--- src/rtl/decode_issue_stage.sv ---
// ============================================================================
// Module      : decode_issue_stage
// Description : Decode/issue stage with writeback forwarding, busy-bit
//               scoreboard and a single-entry ID/EX pipeline register.
// Revision    : 1.0 - initial release
// ============================================================================
`default_nettype none

module decode_issue_stage #(
    parameter int DATA_W  = 4,
    parameter int REG_AW  = 4,
    parameter int INSTR_W = 16
) (
    input  logic               clock,
    input  logic               reset,
    input  logic               in_valid,
    input  logic [INSTR_W-1:0] in_instr,
    output logic               in_ready,
    output logic [REG_AW-1:0]  read_reg_num1,
    output logic [REG_AW-1:0]  read_reg_num2,
    input  logic [DATA_W-1:0]  read_data1,
    input  logic [DATA_W-1:0]  read_data2,
    input  logic               wb_regwrite,
    input  logic [REG_AW-1:0]  wb_reg,
    input  logic [DATA_W-1:0]  wb_data,
    output logic               out_valid,
    input  logic               out_ready,
    output logic [3:0]         out_op,
    output logic [REG_AW-1:0]  out_rd,
    output logic [DATA_W-1:0]  out_a,
    output logic [DATA_W-1:0]  out_b,
    output logic               out_regwrite,
    output logic               illegal,
    output logic               halted
);

    localparam int NREGS = 1 << REG_AW;

    localparam logic [3:0] c_OP_NOP   = 4'h0;
    localparam logic [3:0] c_OP_ADD   = 4'h1;
    localparam logic [3:0] c_OP_XOR   = 4'h5;
    localparam logic [3:0] c_OP_ADDI  = 4'h6;
    localparam logic [3:0] c_OP_LOAD  = 4'h7;
    localparam logic [3:0] c_OP_STORE = 4'h8;
    localparam logic [3:0] c_OP_HALT  = 4'hF;

    typedef enum logic [0:0] {
        ST_RUN    = 1'b0,
        ST_HALTED = 1'b1
    } state_t;

    state_t state_q, state_d;

    logic [NREGS-1:0]  busy_q, busy_d;
    logic              out_valid_q, out_valid_d;
    logic [3:0]        out_op_q, out_op_d;
    logic [REG_AW-1:0] out_rd_q, out_rd_d;
    logic [DATA_W-1:0] out_a_q, out_a_d;
    logic [DATA_W-1:0] out_b_q, out_b_d;
    logic              out_regwrite_q, out_regwrite_d;
    logic              illegal_q, illegal_d;

    logic [3:0]        w_op;
    logic [REG_AW-1:0] w_rd, w_rs1, w_rs2;
    logic              w_uses_rs1, w_uses_rs2, w_regwrite;
    logic              w_is_illegal, w_is_bubble, w_is_halt;
    logic              w_hazard, w_slot_free, w_issue;
    logic [DATA_W-1:0] w_opnd1, w_opnd2;

    assign w_op  = in_instr[15:12];
    assign w_rd  = in_instr[11:8];
    assign w_rs1 = in_instr[7:4];
    assign w_rs2 = in_instr[3:0];

    assign read_reg_num1 = w_rs1;
    assign read_reg_num2 = w_rs2;

    assign w_uses_rs1   = (w_op >= c_OP_ADD) && (w_op <= c_OP_STORE);
    assign w_uses_rs2   = ((w_op >= c_OP_ADD) && (w_op <= c_OP_XOR)) || (w_op == c_OP_STORE);
    assign w_regwrite   = (w_op >= c_OP_ADD) && (w_op <= c_OP_LOAD) && (w_rd != '0);
    assign w_is_halt    = (w_op == c_OP_HALT);
    assign w_is_illegal = (w_op > c_OP_STORE) && !w_is_halt;
    assign w_is_bubble  = (w_op == c_OP_NOP) || w_is_illegal;

    // A busy bit cleared by this cycle's writeback no longer blocks issue.
    function automatic logic still_busy(input logic [REG_AW-1:0] r);
        return busy_q[r] && !(wb_regwrite && (wb_reg == r));
    endfunction

    // r0 reads as zero; otherwise forward the writeback that lands next edge.
    function automatic logic [DATA_W-1:0] select_opnd(input logic [REG_AW-1:0] r,
                                                      input logic [DATA_W-1:0] rf);
        if (r == '0)
            return '0;
        else if (wb_regwrite && (wb_reg == r))
            return wb_data;
        else
            return rf;
    endfunction

    assign w_opnd1 = select_opnd(w_rs1, read_data1);
    assign w_opnd2 = select_opnd(w_rs2, read_data2);

    assign w_hazard = in_valid && ((w_uses_rs1 && still_busy(w_rs1)) ||
                                   (w_uses_rs2 && still_busy(w_rs2)) ||
                                   (w_regwrite && still_busy(w_rd)));

    assign w_slot_free = !out_valid_q || out_ready;
    assign in_ready    = !reset && (state_q == ST_RUN) && !w_hazard && w_slot_free;
    assign w_issue     = in_valid && in_ready;

    always_comb begin
        state_d        = state_q;
        busy_d         = busy_q;
        out_valid_d    = out_valid_q;
        out_op_d       = out_op_q;
        out_rd_d       = out_rd_q;
        out_a_d        = out_a_q;
        out_b_d        = out_b_q;
        out_regwrite_d = out_regwrite_q;
        illegal_d      = illegal_q;

        if (wb_regwrite)
            busy_d[wb_reg] = 1'b0;

        if (out_ready)
            out_valid_d = 1'b0;

        if (w_issue) begin
            if (w_is_illegal)
                illegal_d = 1'b1;
            if (!w_is_bubble) begin
                out_valid_d    = 1'b1;
                out_op_d       = w_op;
                out_rd_d       = w_rd;
                out_a_d        = w_uses_rs1 ? w_opnd1 : '0;
                out_b_d        = w_uses_rs2 ? w_opnd2 :
                                 ((w_op == c_OP_ADDI) ? w_rs2 : '0);
                out_regwrite_d = w_regwrite;
                if (w_regwrite)
                    busy_d[w_rd] = 1'b1;
                if (w_is_halt)
                    state_d = ST_HALTED;
            end
        end

        busy_d[0] = 1'b0;
    end

    always_ff @(posedge clock) begin
        if (reset) begin
            state_q        <= ST_RUN;
            busy_q         <= '0;
            out_valid_q    <= 1'b0;
            out_op_q       <= '0;
            out_rd_q       <= '0;
            out_a_q        <= '0;
            out_b_q        <= '0;
            out_regwrite_q <= 1'b0;
            illegal_q      <= 1'b0;
        end else begin
            state_q        <= state_d;
            busy_q         <= busy_d;
            out_valid_q    <= out_valid_d;
            out_op_q       <= out_op_d;
            out_rd_q       <= out_rd_d;
            out_a_q        <= out_a_d;
            out_b_q        <= out_b_d;
            out_regwrite_q <= out_regwrite_d;
            illegal_q      <= illegal_d;
        end
    end

    assign out_valid    = out_valid_q;
    assign out_op       = out_op_q;
    assign out_rd       = out_rd_q;
    assign out_a        = out_a_q;
    assign out_b        = out_b_q;
    assign out_regwrite = out_regwrite_q;
    assign illegal      = illegal_q;
    assign halted       = (state_q == ST_HALTED);

endmodule

`default_nettype wire

--- config.mk ---
export PLATFORM = sky130hd
export DESIGN_NAME = decode_issue_stage
export DESIGN_NICKNAME = d
export VERILOG_FILES = /design/src/rtl/decode_issue_stage.sv
export SDC_FILE = /design/constraint.sdc
export NUM_CORES = 1
export LEC_CHECK = 0
export ABC_AREA = 1
export ABC_CLOCK_PERIOD_IN_PS = 3900
export CAP_MARGIN = 15
export CORE_MARGIN = 5
export CORE_UTILIZATION = 45
export DETAILED_ROUTE_END_ITERATION = 8
export GPL_ROUTABILITY_DRIVEN = 0
export MAX_ROUTING_LAYER = met4
export PLACE_DENSITY = 0.8
export SYNTH_ARGS = -nofsm -noshare
export SYNTH_HDL_FRONTEND = slang
export SYNTH_SLANG_ARGS = --single-unit
--- constraint.sdc ---
create_clock -name clock -period 3.9 [get_ports clock]
set_clock_uncertainty 0.1 [all_clocks]
set_input_delay 0.39 -clock clock [delete_from_list [all_inputs] [get_ports clock]]
set_output_delay 0.39 -clock clock [all_outputs]
set_load 0.01 [all_outputs]
==> results.json, run 1 <==
{
  "fp.dieW_um": 89.62,
  "synth-seq-cells": 35,
  "synth_simple_gate_area_share_pct": 40.09,
  "outcome": "complete, no violations",
  "via_count": 3234,
  "grt-ovfl-total": 0,
  "finalSetupTns_ns": 0,
  "final_nets": 572,
  "crit_path_end_kind": "output port",
  "slew_violations": 0,
  "worstPathArrival_ns": 2.82,
  "antenna_cells": 0,
  "synth_edf_count": 0,
  "max_stage_delay_ns": 0.63,
  "fin_area_um2": 3542,
  "grt.total_usage_pct": 21.68,
  "period_share_pct": 84.85,
  "busiest_layer": "met2",
  "min_path_type": "register to register",
  "syn_area_per_cell_um2": 5.894,
  "drive_above_1_share_pct": 12.87,
  "cts_hold_buf": 0,
  "viasPerCell": 5.276,
  "finalWorstPathRequiredPeriod_ns": 3.309,
  "cts_setup_buffers": 0,
  "setup_violations": 0,
  "cts_buffers": 5,
  "tightest_slew_ns": 0.6201,
  "clk-insertion-delay-late_ns": 0.29,
  "syn_area_um2": 2853,
  "power_density_nw_per_um2": 254.7,
  "grt_pass1_wl_um": 13370,
  "cts.sinks": 35,
  "place_hpwl_um": 6601,
  "start_util_pct": 45.71,
  "syn-instance-count": 484,
  "synthAdderAreaFrac_pct": 0,
  "ioPinCount": 66,
  "drt-pass1-iter-count": 5,
  "wl_per_cell_um": 13.83,
  "wirelength_um": 8475,
  "syn-num-nets": 521,
  "htreeDepth": 2,
  "antenna_found_initial": 0,
  "ir_drop_mv": 0.1333,
  "seqCellArea_um2": 700.7,
  "core_um2": 6241,
  "met1_usage_pct": 26.64,
  "crit_family": "buffers and inverters",
  "crit_fanout": 15,
  "grt.met2_usage_pct": 35.24,
  "yosysSeqAreaShare_pct": 24.56,
  "grt_pass1_vias": 2993,
  "cts_tree": "built",
  "crit_buf_inv": 3,
  "rows": 29,
  "async_flop_share_pct": 0,
  "n_fill_cell": 639,
  "cts_root_buf": "clkbuf_8",
  "port_buffers": 65,
  "max_freq_mhz": 302.2,
  "cpMaxStageDelayCell": "clkdlybuf4s50_1",
  "synth.largest_area_cell": "dfxtp_1",
  "cts_resized": 0,
  "cap_violations": 0,
  "startpoint_type": "input pin",
  "max_slew_margin_pct": 58.55,
  "crit_required_ns": 3.41,
  "clockBufferDepth": 2,
  "final_common_cell": "nand2_1",
  "die_area_um2": 8032,
  "finalHoldViolations": 0,
  "drc": 0,
  "cp_common_cell": "clkdlybuf4s50_1",
  "grt_max_degree": 21,
  "final_cell_mix": "nand2_1 (146), inv_1 (67), clkdlybuf4s50_1 (65)",
  "synth-compound-area-share_pct": 17.81,
  "cts.clk_slew.worst_paths_ns": 0.07,
  "synth_area_leaders": "dfxtp_1 (25%), nand2_1 (19%), inv_1 (8.8%), nor2_1 (7.8%), a21oi_1 (5.3%)",
  "synth_top_area_share_pct": 24.56,
  "fp.dieH_um": 89.62,
  "yosysWarnings": 0,
  "met3_usage_pct": 3.558,
  "synth_xor_area_share_pct": 1.228,
  "postPlaceCellArea_um2": 3457,
  "multi_input_comb_area_um2": 1687,
  "ant_nets": 0,
  "crit_type": "input pin to output port",
  "ys_types": 31,
  "drt_iter0_drc": 343,
  "cp_cell_sequence": "clkdlybuf4s50_1 -> nor2_2 -> nand2_1 -> and3_1 -> inv_2 -> nor2_1 -> o21ai_2 -> nand3_4 -> a21oi_1 -> clkdlybuf4s50_1",
  "area_growth_pct": 24.17,
  "rsz0062_at_grt": "false",
  "synth.area.mux_share_pct": 0,
  "synth_top_flop_cell": "dfxtp_1",
  "synth_top_family_by_area": "simple AND/OR/NAND/NOR gates",
  "cellLeakagePower_nw": 1.638
}
## registers in the layout (all words and copies together) (netlist names)
register / flops
out_regwrite: 1
out_op: 4
out_a: 4
halted: 1
out_b: 4
out_rd: 4
out_valid: 1
illegal: 1
busy_q: 15
## worst reg2reg max path: cells and delay by family (launching register included)
kind          cells  cell delay (ns)
flops             1             0.35
simple gates     11             1.14
buf+inv           3             0.52
## path summary, 6_finish.rpt
check | slack [ns] | cells past startpoint | endpoint | from
min reg2reg | 0.37 | 2 | illegal | illegal
min | 0.37 | 2 | illegal | illegal
max reg2reg | 1.72 | 14 | out_a[1] | busy_q[7]
max | 0.59 | 10 | in_ready | in_instr[9]
## where the power goes
group	total [W]	leakage [nW]	internal [W]	switching, W
Clock	0.000260	0.0412	0.000125	0.000135
Sequential	0.000378	0.284	0.000371	0.00000735
Combinational	0.000264	1.31	0.000113	0.000151
Total	0.000902	1.64	0.000608	0.000294
## Yosys cell counts (3+ instances only)
master and instances:
a21oi_2 10, nand3_1 29, o21ai_0 8, inv_1 67, a21oi_1 30, clkbuf_1 4
nand2_1 146, o211ai_1 8, nor3_1 6, inv_2 10, a31o_2 13, nor2_1 59
or2_2 3, buf_4 11, dfxtp_1 35, nand2_2 12, o21ai_1 6, buf_2 6
buf_6 4
## logic make-up after synthesis
family                    after synthesis
AOI/OAI and AO/OA                      78
xor gates and xnor gates                4
buffers and inverters                 103
DFF                                    35
and+or+nand+nor                       264
## per-layer routing
layer  part of all wire, %  routed length (um)
met1                    41                3479
met2                    48                4059
met5                     0                   0
met4                   2.4                 203
met3                   8.6                 732
## area by class of cell
class	count	share of cell area [%]
repair buffers	69	19.22
clock buffers	6	2.049
multi-input cells	346	47.62
well taps	77	2.720
inverters	78	8.266
flip-flops and latches	35	19.78
clock inverters	2	0.3532
## stage by stage
stage	hold slack [ns]	power, W	utilization, %	std cells	worst slack [ns]
floorplan	0.3740	0.0005439	-	484	1.863
global placement	0.3480	0.0006433	55.39	605	0.6896
detailed placement	0.3480	0.0006475	55.39	605	0.6421
CTS	0.3625	0.0009110	56.76	613	0.6389
global route	0.3810	0.0009502	56.76	613	0.4244
finish	0.3671	0.0009021	56.76	613	0.5908
(Power assumes the default switching activity.)
==> inputs of run 2 (changes only) <==
Settings changed: ABC_CLOCK_PERIOD_IN_PS 3900 to 3000, PLACE_DENSITY 0.8 to 0.83.
Clock period 3.9 ns to 3 ns, I/O delays scaled along.
==> run 2 against run 1 <==
Global-route usage is 0.24 points higher. Die area stayed put. Critical path depth stayed put. Combinational power is 34% higher. Routed wire length is 0.35% higher. Power is 32% higher. Critical path type unchanged. Critical endpoint unchanged. Largest cell class unchanged.
==> results.json, run 2 (synthesized netlist as in run 1, its figures left out) <==
{
  "core_um2": 6241,
  "cts.sinks": 35,
  "ant_nets": 0,
  "cts_tree": "built",
  "clk-insertion-delay-late_ns": 0.29,
  "period_share_pct": 96.09,
  "rsz0062_at_grt": "false",
  "wirelength_um": 8505,
  "grt_pass1_vias": 3026,
  "die_area_um2": 8032,
  "cts_setup_buffers": 0,
  "ir_drop_mv": 0.2294,
  "tightest_slew_ns": 0.5886,
  "crit_type": "input pin to output port",
  "final_nets": 583,
  "min_path_type": "register to register",
  "clockBufferDepth": 2,
  "reg2reg_from": "busy_q[1]",
  "cts_resized": 0,
  "finalWorstPathRequiredPeriod_ns": 2.883,
  "fp.dieH_um": 89.62,
  "via_count": 3317,
  "viasPerCell": 5.316,
  "wl_per_cell_um": 13.63,
  "antenna_cells": 0,
  "power_w": 0.001190,
  "r2r_cells": 12,
  "fin_util_pct": 58.08,
  "endpoint": "in_ready",
  "worstPathArrival_ns": 2.48,
  "crit_required_ns": 2.60,
  "startpoint": "wb_reg[2]",
  "grt_max_degree": 32,
  "cap_violations": 0,
  "cts_buffers": 5,
  "slew_violations": 0,
  "drt-pass1-iter-count": 5,
  "max_slew_margin_pct": 60.65,
  "r2r-end": "busy_q[8]",
  "drive_above_1_share_pct": 14.63,
  "largest_reg_flops": 15,
  "final_common_cell": "nand2_1",
  "grt.total_usage_pct": 21.92,
  "cts_root_buf": "clkbuf_8",
  "cts.clk_slew.worst_paths_ns": 0.08,
  "finalSetupTns_ns": 0,
  "antenna_found_initial": 0,
  "rrSetupSlack_ns": 0.89,
  "grt-ovfl-total": 0,
  "max_freq_mhz": 346.9,
  "fp.dieW_um": 89.62,
  "startpoint_type": "input pin",
  "start_util_pct": 45.71,
  "crit_fanout": 7,
  "n_fill_cell": 555,
  "crit_path_end_kind": "output port",
  "rows": 29,
  "port_buffers": 65,
  "htreeDepth": 2,
  "final_cell_mix": "nand2_1 (146), inv_1 (67), clkdlybuf4s50_1 (65)",
  "regMostFlops": "busy_q",
  "cts_hold_buf": 0,
  "drt_iter0_drc": 292,
  "ioPinCount": 66,
  "grt_pass1_wl_um": 13570,
  "power_density_nw_per_um2": 328.2,
  "finalHoldViolations": 0,
  "drc": 0,
  "cellLeakagePower_nw": 1.690,
  "setup_violations": 0,
  "area_growth_pct": 27.06,
  "place_hpwl_um": 6641,
  "outcome": "complete, no violations"
}
==> run 2: cell count changes in the layout (fill, tap and decap cells not counted) <==
cell   change
buf_4     +11
==> run 2: worst min path at each step <==
| stage | from | to | cells past startpoint |
|---|---|---|---|
| final | illegal | illegal | 2 |
| after global routing | illegal | illegal | 2 |
| after CTS | illegal | illegal | 2 |
| after detailed placement | illegal | illegal | 2 |
| after global placement | illegal | illegal | 2 |
| after floorplan | in_instr[12] | out_op[0] | 2 |
==> run 2: through the flow <==
stage	std cells	hold slack (ns)	cell area, um^2	worst slack [ns]
2_1_floorplan	484	0.3349	2853	1.053
6_report	624	0.3691	3625	0.1173
5_1_grt	624	0.3903	3625	0.03119
3_3_place_gp	616	0.3502	3540	0.1765
4_1_cts	624	0.3690	3625	0.1618
3_5_place_dp	616	0.3525	3540	0.1638
==> run 2: layout make-up <==
cell class / count / area, um^2 / area share (%)
Multi-Input combinational cell: 346 / 1687 / 46.53
Timing Repair Buffer: 80 / 763.2 / 21.06
Sequential cell: 35 / 700.7 / 19.33
Inverter: 78 / 292.8 / 8.077
Tap cell: 77 / 96.34 / 2.658
Clock buffer: 6 / 72.57 / 2.002
Clock inverter: 2 / 12.51 / 0.3452
==> run 2: critical path, cell delays in order <==
cell             delay (ns)
clkdlybuf4s50_1        0.62
xor2_1                 0.24
nor2_1                 0.11
nand3_1                0.12
nand2_1                0.08
inv_1                  0.05
nand2_1                0.13
nand3_4                0.12
a21oi_1                0.15
clkdlybuf4s50_1        0.56
==> run 2: metal layers <==
metal	vias to the layer above	GRT usage, %	part of all wire [%]
li1	1621	-	-
met1	1485	26.19	38
met2	176	36.30	48
met3	35	3.376	10
met4	0	9.743	3.5
met5	-	-	0
==> run 2: report_power, final <==
group          internal (W)  switching, W  leakage (nW)
Clock              0.000162      0.000182        0.0412
Combinational      0.000155      0.000198          1.36
Sequential         0.000482    0.00000984         0.284
Total              0.000800      0.000390          1.69
